File: src/rtl/uart_tx_fifo.sv
// Byte FIFO feeding a UART transmitter: buffers debug bytes and issues them one at a time,
// pacing on the UART busy handshake, or on a timeout when busy never rises.
module uart_tx_fifo #(
  parameter int DATA_WIDTH   = 8,
  parameter int DEPTH        = 16,
  parameter int ADDR_WIDTH   = $clog2(DEPTH),
  parameter int BUSY_TIMEOUT = 4
) (
  input  logic                  clk,
  input  logic                  rst,
  input  logic                  wr_i,
  input  logic [DATA_WIDTH-1:0] dat_i,
  output logic                  full_o,
  output logic                  empty_o,
  output logic [ADDR_WIDTH:0]   count_o,
  output logic                  overflow_o,
  input  logic                  uart_busy,
  output logic                  uart_wr_o,
  output logic [DATA_WIDTH-1:0] uart_dat_o
);

  localparam int TMO_WIDTH = $clog2(BUSY_TIMEOUT + 1);
  localparam logic [ADDR_WIDTH:0]   FULL_COUNT = (ADDR_WIDTH + 1)'(DEPTH);
  localparam logic [ADDR_WIDTH:0]   COUNT_ONE  = (ADDR_WIDTH + 1)'(1);
  localparam logic [ADDR_WIDTH-1:0] PTR_ONE    = ADDR_WIDTH'(1);
  localparam logic [TMO_WIDTH-1:0]  TMO_ONE    = TMO_WIDTH'(1);
  localparam logic [TMO_WIDTH-1:0]  TMO_LIMIT  = TMO_WIDTH'(BUSY_TIMEOUT);

  typedef enum logic [1:0] {
    IDLE    = 2'd0,
    ISSUE   = 2'd1,
    WAIT_HI = 2'd2,
    WAIT_LO = 2'd3
  } state_t;

  state_t                 state, state_next;
  logic [TMO_WIDTH-1:0]   tmo, tmo_next;
  logic [DATA_WIDTH-1:0]  mem [DEPTH];
  logic [ADDR_WIDTH-1:0]  wr_ptr, rd_ptr;
  logic                   push, pop, load;

  assign full_o    = (count_o == FULL_COUNT);
  assign empty_o   = (count_o == '0);
  assign uart_wr_o = (state == ISSUE);

  assign pop  = (state == ISSUE);
  // A full FIFO still accepts a byte when the head leaves on the same edge.
  assign push = wr_i && (!full_o || pop);
  assign load = (state == IDLE) && (state_next == ISSUE);

  always_ff @(posedge clk) begin
    if (push) begin
      mem[wr_ptr] <= dat_i;
    end
  end

  always_ff @(posedge clk or negedge rst) begin
    if (!rst) begin
      wr_ptr     <= '0;
      rd_ptr     <= '0;
      count_o    <= '0;
      overflow_o <= 1'b0;
    end else begin
      if (push) begin
        wr_ptr <= wr_ptr + PTR_ONE;
      end
      if (pop) begin
        rd_ptr <= rd_ptr + PTR_ONE;
      end
      if (wr_i && !push) begin
        overflow_o <= 1'b1;
      end
      case ({push, pop})
        2'b10:   count_o <= count_o + COUNT_ONE;
        2'b01:   count_o <= count_o - COUNT_ONE;
        default: count_o <= count_o;
      endcase
    end
  end

  always_ff @(posedge clk or negedge rst) begin
    if (!rst) begin
      state      <= IDLE;
      tmo        <= '0;
      uart_dat_o <= '0;
    end else begin
      state <= state_next;
      tmo   <= tmo_next;
      // Capture the head on entry to ISSUE so the data is valid alongside the strobe.
      if (load) begin
        uart_dat_o <= mem[rd_ptr];
      end
    end
  end

  always_comb begin
    state_next = state;
    tmo_next   = tmo;
    case (state)
      IDLE: begin
        if (!empty_o && !uart_busy) begin
          state_next = ISSUE;
        end
      end
      ISSUE: begin
        state_next = WAIT_HI;
        tmo_next   = '0;
      end
      WAIT_HI: begin
        if (uart_busy) begin
          state_next = WAIT_LO;
        end else begin
          tmo_next = tmo + TMO_ONE;
          if (tmo_next == TMO_LIMIT) begin
            state_next = IDLE;
          end
        end
      end
      WAIT_LO: begin
        if (!uart_busy) begin
          state_next = IDLE;
        end
      end
      default: state_next = IDLE;
    endcase
  end

endmodule

File: config.mk
export PLATFORM = sky130hd
export DESIGN_NAME = uart_tx_fifo
export DESIGN_NICKNAME = d
export VERILOG_FILES = /design/src/rtl/uart_tx_fifo.sv
export SDC_FILE = /design/constraint.sdc
export NUM_CORES = 1
export LEC_CHECK = 0
export CAP_MARGIN = 15
export CORE_MARGIN = 1
export CORE_UTILIZATION = 46
export CTS_CLUSTER_SIZE = 40
export DETAILED_ROUTE_END_ITERATION = 6
export DONT_BUFFER_PORTS = 1
export GPL_TIMING_DRIVEN = 0
export SKIP_CTS_REPAIR_TIMING = 1
export SLEW_MARGIN = 20
export SYNTH_ARGS = -nofsm -noshare
export SYNTH_HDL_FRONTEND = slang
export SYNTH_SLANG_ARGS = --single-unit
File: constraint.sdc
create_clock -name clk -period 3.1 [get_ports clk]
set_input_delay 0.62 -clock clk [delete_from_list [all_inputs] [get_ports clk]]
set_output_delay 0.62 -clock clk [all_outputs]
set_load 0.01 [all_outputs]
==> reports/metrics.sh, run 1 <==
SLEW_HEADROOM_PCT=32.9
CTS-HTREE-LEVELS=4
WORST_SETUP_PATH_START_KIND='flip-flop'
FINAL_AREA_SQ_UM=7150
GRT_SETUP_UNREPAIRED='no'
PLACE.DETAILED.HPWL_MM=7.84
DRIVE_GT1_SHARE_PCT=22.2
CRIT_ARRIVAL_PS=2660
POST-SYNTH-TOP-COUNT-CELL='sky130_fd_sc_hd__edfxtp_1'
WORST-R2R-SETUP-SLACK_PS=470
EFFECTIVE_UTILIZATION_AT_FLOORPLAN_PCT=47.7
SYNTH_TOP_AREA_SHARE_PCT=60.4
MAXCLOCKFREQUENCY_GHz=0.380
GR-TOTAL-OVERFLOW=0
FINISH.CELL_COUNT_WITHOUT_FILLERS=554
CELLPOWERDENSITY_nW_PER_UM2=910
FINALHOLDVIOLCOUNT=0
FINALWIRELENGTH_MM=12.1
CRITPATHSLOWESTCELL='sky130_fd_sc_hd__nor2_1'
R2R.WORST_PATH.CELLS=6
SYNTH_SEQUENTIAL_AREA_RATIO_PCT=71.0
SYNTH-ASYNC-RESET-RATIO_PCT=17.4
SYNTH-EDFF-COUNT=128
NUMBER_OF_ANTENNA_VIOLATIONS_AT_THE_FIRST_CHECK_IN_GLOBAL_ROUTING=0
GP_ROUTABILITY_CONGESTION=0.730
WORST_HOLD_SLACK_PS=19.8
TIMING.CRITICAL_PATH.BUF_INV=2
CRITPATHTOPFAMILY='simple AND/OR/NAND/NOR gates'
ANTENNA-DIODE-COUNT=0
WORST-SLEW-PIN-TRANSITION_PS=1000
PERIOD_SHARE_PCT=84.8
TOTAL_NUMBER_OF_CLOCK_TREE_SINKS=155
MAXIMUM_NUMBER_OF_PINS_ON_ONE_NET_BEFORE_GLOBAL_ROUTE_REPAIR=28
ROUTED_WIRE_LENGTH_PER_INSTANCE_UM=21.8
PLACED_CELLS_INCL_TAPS=524
GRT_PASS1_WL_MM=19.0
TIMING.FINAL.MAX_SLEW_VIOLATIONS=0
SYNTHESIS.INSTANCES=347
GRT_USE_TOTAL_PCT=18.9
AREA_GROWTH_SYN_TO_LAYOUT_PCT=12.2
VIASPERCELL=5.67
CLKTRANSATPATHREGS_PS=60
SYN_AVG_CELL_AREA_SQ_UM=18.3
SYNTHDISTINCTLIBCELLS=42
MIN_PATH_TYPE='input port to asynchronous set/reset pin'
DRT-INITIAL-DRC-COUNT=191
ROWS=42
FINALPOWER_mW=6.50
WORST-SETUP-PATH-TYPE='flip-flop to flip-flop'
FIRST_PASS_ITERS=4
CP_MAX_FO=9
DETAILROUTE.VIA_COUNT=3139
CTSLONGESTPATHBUFFERS=2
CTS_BUFFERS=17
SYNTH_TOP_CELLS_BY_AREA='sky130_fd_sc_hd__edfxtp_1 (60%), sky130_fd_sc_hd__dfrtp_1 (11%), sky130_fd_sc_hd__mux4_2 (8.8%)'
VDD.IR_DROP.WORST_V=0.000687
ROUTE.ANTENNA.REMAINING_NETS=0
SKEW_PS=11.3
FINAL.SETUP.TNS_PS=0
WORSTPATHREQUIRED_PS=3130
DIEAREA_SQ_UM=14300
R2R_START='state[1]'
CRIT_TOP_CELL='sky130_fd_sc_hd__buf_2'
LATER_PIN_CLOCK_LATENCY_IN_THE_SKEW_REPORT_PS=420
YOSYSTOPAREACELL='sky130_fd_sc_hd__edfxtp_1'
IO_BUFFER_COUNT=0
SYNTH-SEQ-CELLS=155
WORST_SETUP_PATH_END_KIND='flip-flop'
CRITICAL-PATH-MAX-STAGE-DELAY_PS=810
CRIT_CHAIN='buf_2 -> nand2b_1 -> buf_2 -> a31oi_4 -> nand3b_1 -> nor2_1'
MIN_PERIOD_PS=2630
PLACE_AREA_SQ_UM=6610
SYNTH_TOP_CELLS_BY_COUNT='sky130_fd_sc_hd__edfxtp_1 (128), sky130_fd_sc_hd__dfrtp_1 (27), sky130_fd_sc_hd__mux4_2 (25)'
IO-PIN-COUNT=29
FP.DIEH_UM=120
MAPPEDNETLISTNETS=370
LAYOUT.NETS=391
CTS_TREE='done'
DETAIL_ROUTE.DRC_VIOLATIONS=0
TIMING.RR.END='mem[5][4]'
GRT_PASS1_VIAS=3296
CORE-AREA_SQ_UM=13300
STATUS='finished, final reports clean'
SYNTH-MAIN-FF-CELL='sky130_fd_sc_hd__edfxtp_1'
CLOCK_TREE.ROOT_CELL='sky130_fd_sc_hd__clkbuf_16'
SETUP_VIOL=0
SYNTH.YOSYS.WARNINGS=0
DIEWIDTH_UM=120
SYNTHESIS.AREA_SQ_UM=6370
MAXCAPVIOLATIONS=0
POWER.LEAKAGE_nW=2.44
==> worst register-to-register path, stage by stage, from the launching register on <==
cell and delay (ps):
sky130_fd_sc_hd__dfrtp_1 350, sky130_fd_sc_hd__buf_2 170, sky130_fd_sc_hd__nand2b_1 150, sky130_fd_sc_hd__buf_2 180, sky130_fd_sc_hd__a31oi_4 350, sky130_fd_sc_hd__nand3b_1 230, sky130_fd_sc_hd__nor2_1 810
==> registers in the layout, summed over array words and instances, names as in the netlist <==
| name | cells |
|---|---|
| count_o | 5 |
| tmo | 3 |
| uart_dat_o | 8 |
| wr_ptr | 4 |
| mem | 128 |
| overflow_o | 1 |
| state | 2 |
| rd_ptr | 4 |
==> metal layers <==
layer	global-route usage, %	vias to the layer above	routed length [um]
li1	-	1410	-
met1	25.0	1637	5360
met2	30.0	79	6070
met3	5.42	13	512
met4	7.03	0	122
met5	0	-	0
==> how the worst max path moves through the flow <==
stage | startpoint | end | slack, ps | cells past startpoint
after floorplan | state[1] | count_o[4] | 840 | 11
after global placement | state[1] | mem[8][3] | 160 | 6
after detailed placement | state[1] | mem[5][0] | 500 | 6
after CTS | state[1] | mem[5][4] | 480 | 6
after global routing | state[1] | count_o[4] | 290 | 11
final | state[1] | mem[5][4] | 470 | 6
==> cell type report <==
class / count / area [sq um]
well taps: 176 / 220
clock inverters: 11 / 82.6
fillers: 1072 / 6200
multi-input cells: 160 / 1700
repair buffers: 2 / 27.5
clock buffers: 18 / 429
flip-flops and latches: 155 / 4520
plain buffers: 17 / 113
inverters: 15 / 56.3
==> cell usage in the layout (no fill, tap or decap), drive strengths merged, types with 2 or more instances in the layout <==
cell and count:
and2 9, nand2 16, buf 12, a21o 3
o21ai 9, a31oi 2, ha 10, nor2 8
mux4 32, and3 2, nand2b 2, xnor2 8
xor2 3, a21oi 14, dfrtp 27, clkinv 9
clkbuf 25, inv 15, o22ai 16, o211ai 2
mux2 8, nand4 2, edfxtp 128, nor3 5
==> where the power goes <==
part | internal, mW | switching (mW) | total (mW)
logic | 0.837 | 0.973 | 1.81
clock network | 1.07 | 0.757 | 1.83
registers | 2.61 | 0.254 | 2.86
==> per-stage QoR <==
stage	utilization, %	setup WS (ps)
CTS	53.4	483
detailed placement	49.6	497
finish	53.5	470
floorplan	-	839
global route	53.5	287
global placement	49.3	164
==> kinds of logic after synthesis <==
group	share of synthesized area (%)
multiplexers	13.1
AND/OR/NAND/NOR	4.40
flip-flops	71.0
XOR/XNOR	1.51
AO/OA/AOI/OAI	5.01
buffers and inverters	2.65
adder cells (fa/ha/maj)	2.28
Note: power is estimated with default switching activity, not from simulation.
==> inputs of run 2 (changes only) <==
==> constraint.sdc (replaced) <==
create_clock -name clk -period 2.47 [get_ports clk]
set_input_delay 0.494 -clock clk [delete_from_list [all_inputs] [get_ports clk]]
set_output_delay 0.494 -clock clk [all_outputs]
set_load 0.01 [all_outputs]
==> reports/metrics.sh, run 2 (synthesis results as in run 1) <==
STATUS='complete, but fails checks'
FAILED_CHECKS='negative setup slack'
LAYOUT_COMMONEST_CELL='sky130_fd_sc_hd__edfxtp_1'
WORST_SETUP_PATH_START_KIND='flip-flop'
CTSLONGESTPATHBUFFERS=2
DRT-INITIAL-DRC-COUNT=166
LATER_PIN_CLOCK_LATENCY_IN_THE_SKEW_REPORT_PS=420
FINALHOLDVIOLCOUNT=0
SLEW_HEADROOM_PCT=38.2
WORST-R2R-SETUP-SLACK_PS=-110
FP.DIEH_UM=120
DETAILROUTE.VIA_COUNT=3086
MOST_FLOP_HEAVY_REGISTER='mem'
MAXIMUM_NUMBER_OF_PINS_ON_ONE_NET_BEFORE_GLOBAL_ROUTE_REPAIR=28
CLKTRANSATPATHREGS_PS=60
IO-PIN-COUNT=29
GRT_USE_TOTAL_PCT=18.9
TIMING.RR.END='mem[6][0]'
PLACE.DETAILED.HPWL_MM=7.84
TOTAL_NUMBER_OF_CLOCK_TREE_SINKS=155
CTS_BUFFERS=17
POWER.LEAKAGE_nW=2.44
COMMONEST_CELLS_AFTER_ROUTING_FILL_AND_TAPS_ASIDE='sky130_fd_sc_hd__edfxtp_1 (128), sky130_fd_sc_hd__dfrtp_1 (27), sky130_fd_sc_hd__mux4_2 (25)'
FILLCELLCOUNT=1075
PERIOD_SHARE_PCT=105
WORST_SETUP_PATH_END_KIND='flip-flop'
GRT_PASS1_VIAS=3296
TIMING.FINAL.MAX_SLEW_VIOLATIONS=0
DIEAREA_SQ_UM=14300
AREA_GROWTH_SYN_TO_LAYOUT_PCT=12.6
TOP_REGS='mem x128, uart_dat_o x8, count_o x5'
ROUTED_WIRE_LENGTH_PER_INSTANCE_UM=21.6
FINAL.SETUP.TNS_PS=-2600
R2R_START='state[1]'
DETAIL_ROUTE.DRC_VIOLATIONS=0
IO_BUFFER_COUNT=0
MIN_PERIOD_PS=2580
LAYOUT.NETS=392
ROWS=42
MAX_FFS_PER_REGISTER=128
GR-TOTAL-OVERFLOW=0
CP_MAX_FO=9
CORE-AREA_SQ_UM=13300
WORST-SLEW-PIN-TRANSITION_PS=923
VIASPERCELL=5.56
CTS-HTREE-LEVELS=4
WORSTPATHREQUIRED_PS=2510
DIEWIDTH_UM=120
DRIVE_GT1_SHARE_PCT=24.0
NUMBER_OF_ANTENNA_VIOLATIONS_AT_THE_FIRST_CHECK_IN_GLOBAL_ROUTING=0
WORST-SETUP-PATH-TYPE='flip-flop to flip-flop'
FINALWIRELENGTH_MM=12.0
MAXCLOCKFREQUENCY_GHz=0.387
ROUTE.ANTENNA.REMAINING_NETS=0
DP_SLACK_PS=-133
FIRST_PASS_ITERS=4
GP_ROUTABILITY_CONGESTION=0.730
CRIT_ARRIVAL_PS=2620
VDD.IR_DROP.WORST_V=0.000862
R2R.WORST_PATH.CELLS=6
EFFECTIVE_UTILIZATION_AT_FLOORPLAN_PCT=47.7
GRT_PASS1_WL_MM=19.0
CLOCK_TREE.ROOT_CELL='sky130_fd_sc_hd__clkbuf_16'
SETUP_VIOL=40
MAXCAPVIOLATIONS=0
MIN_PATH_TYPE='input port to flip-flop'
STARTPOINT='state[1]'
SETUP.WORST_PATH.END='mem[6][0]'
CELLPOWERDENSITY_nW_PER_UM2=1140
POST-ROUTE-WORST-SETUP-SLACK_PS=-114
SKEW_PS=7.21
GRT_SETUP_UNREPAIRED='yes'
ANTENNA-DIODE-COUNT=0
CTS_TREE='done'
run 2: worst min path at each step:
stage | startpoint | endpoint | depth (start not counted) | slack (ps)
finish | dat_i[1] | mem[0][1] | 0 | 170
detailed placement | rst | count_o[0] | 0 | 200
global placement | rst | count_o[1] | 0 | 200
CTS | rst | count_o[3] | 0 | -250
global route | dat_i[6] | mem[9][6] | 0 | 150
floorplan | rst | count_o[0] | 0 | 200
run 2: worst max-delay path, cell delays in order, from the launching register on:
cell and delay (ps):
sky130_fd_sc_hd__dfrtp_1 350, sky130_fd_sc_hd__buf_2 170, sky130_fd_sc_hd__nand2b_1 150, sky130_fd_sc_hd__buf_2 180, sky130_fd_sc_hd__a31oi_4 350, sky130_fd_sc_hd__nand3b_1 230
sky130_fd_sc_hd__nor2_1 760
run 2: routing by layer:
| metal | part of all wire [%] | wire (um) | vias to the layer above | GRT usage (%) |
|---|---|---|---|---|
| li1 | - | - | 1413 | - |
| met1 | 44 | 5280 | 1592 | 25.0 |
| met2 | 50 | 5990 | 67 | 30.0 |
| met3 | 4.9 | 592 | 14 | 5.42 |
| met4 | 1.0 | 123 | 0 | 7.03 |
| met5 | 0 | 0 | - | 0 |
run 2: area by class of cell:
type	instances	area [sq um]	share of cell area, %
flip-flops and latches	155	4520	63.1
multi-input cells	160	1710	23.8
clock buffers	18	429	5.99
well taps	176	220	3.07
plain buffers	17	113	1.57
clock inverters	11	82.6	1.15
inverters	15	56.3	0.786
repair buffers	3	37.5	0.524
run 2: through the flow:
step / total power, mW / area, sq um / utilization [%] / hold WS [ps] / std cells
finish: 8.17 / 7170 / 53.7 / 171 / 555
global route: 8.61 / 7170 / 53.7 / 145 / 555
CTS: 8.26 / 7130 / 53.4 / -252 / 553
detailed placement: 5.95 / 6610 / 49.6 / 199 / 524
global placement: 5.86 / 6590 / 49.3 / 199 / 523
floorplan: 5.33 / 6370 / - / 198 / 347
run 2: power by group:
part	switching (mW)	internal (mW)	leakage (nW)
logic	1.23	1.06	0.715
registers	0.320	3.27	1.48
clock network	0.950	1.35	0.253
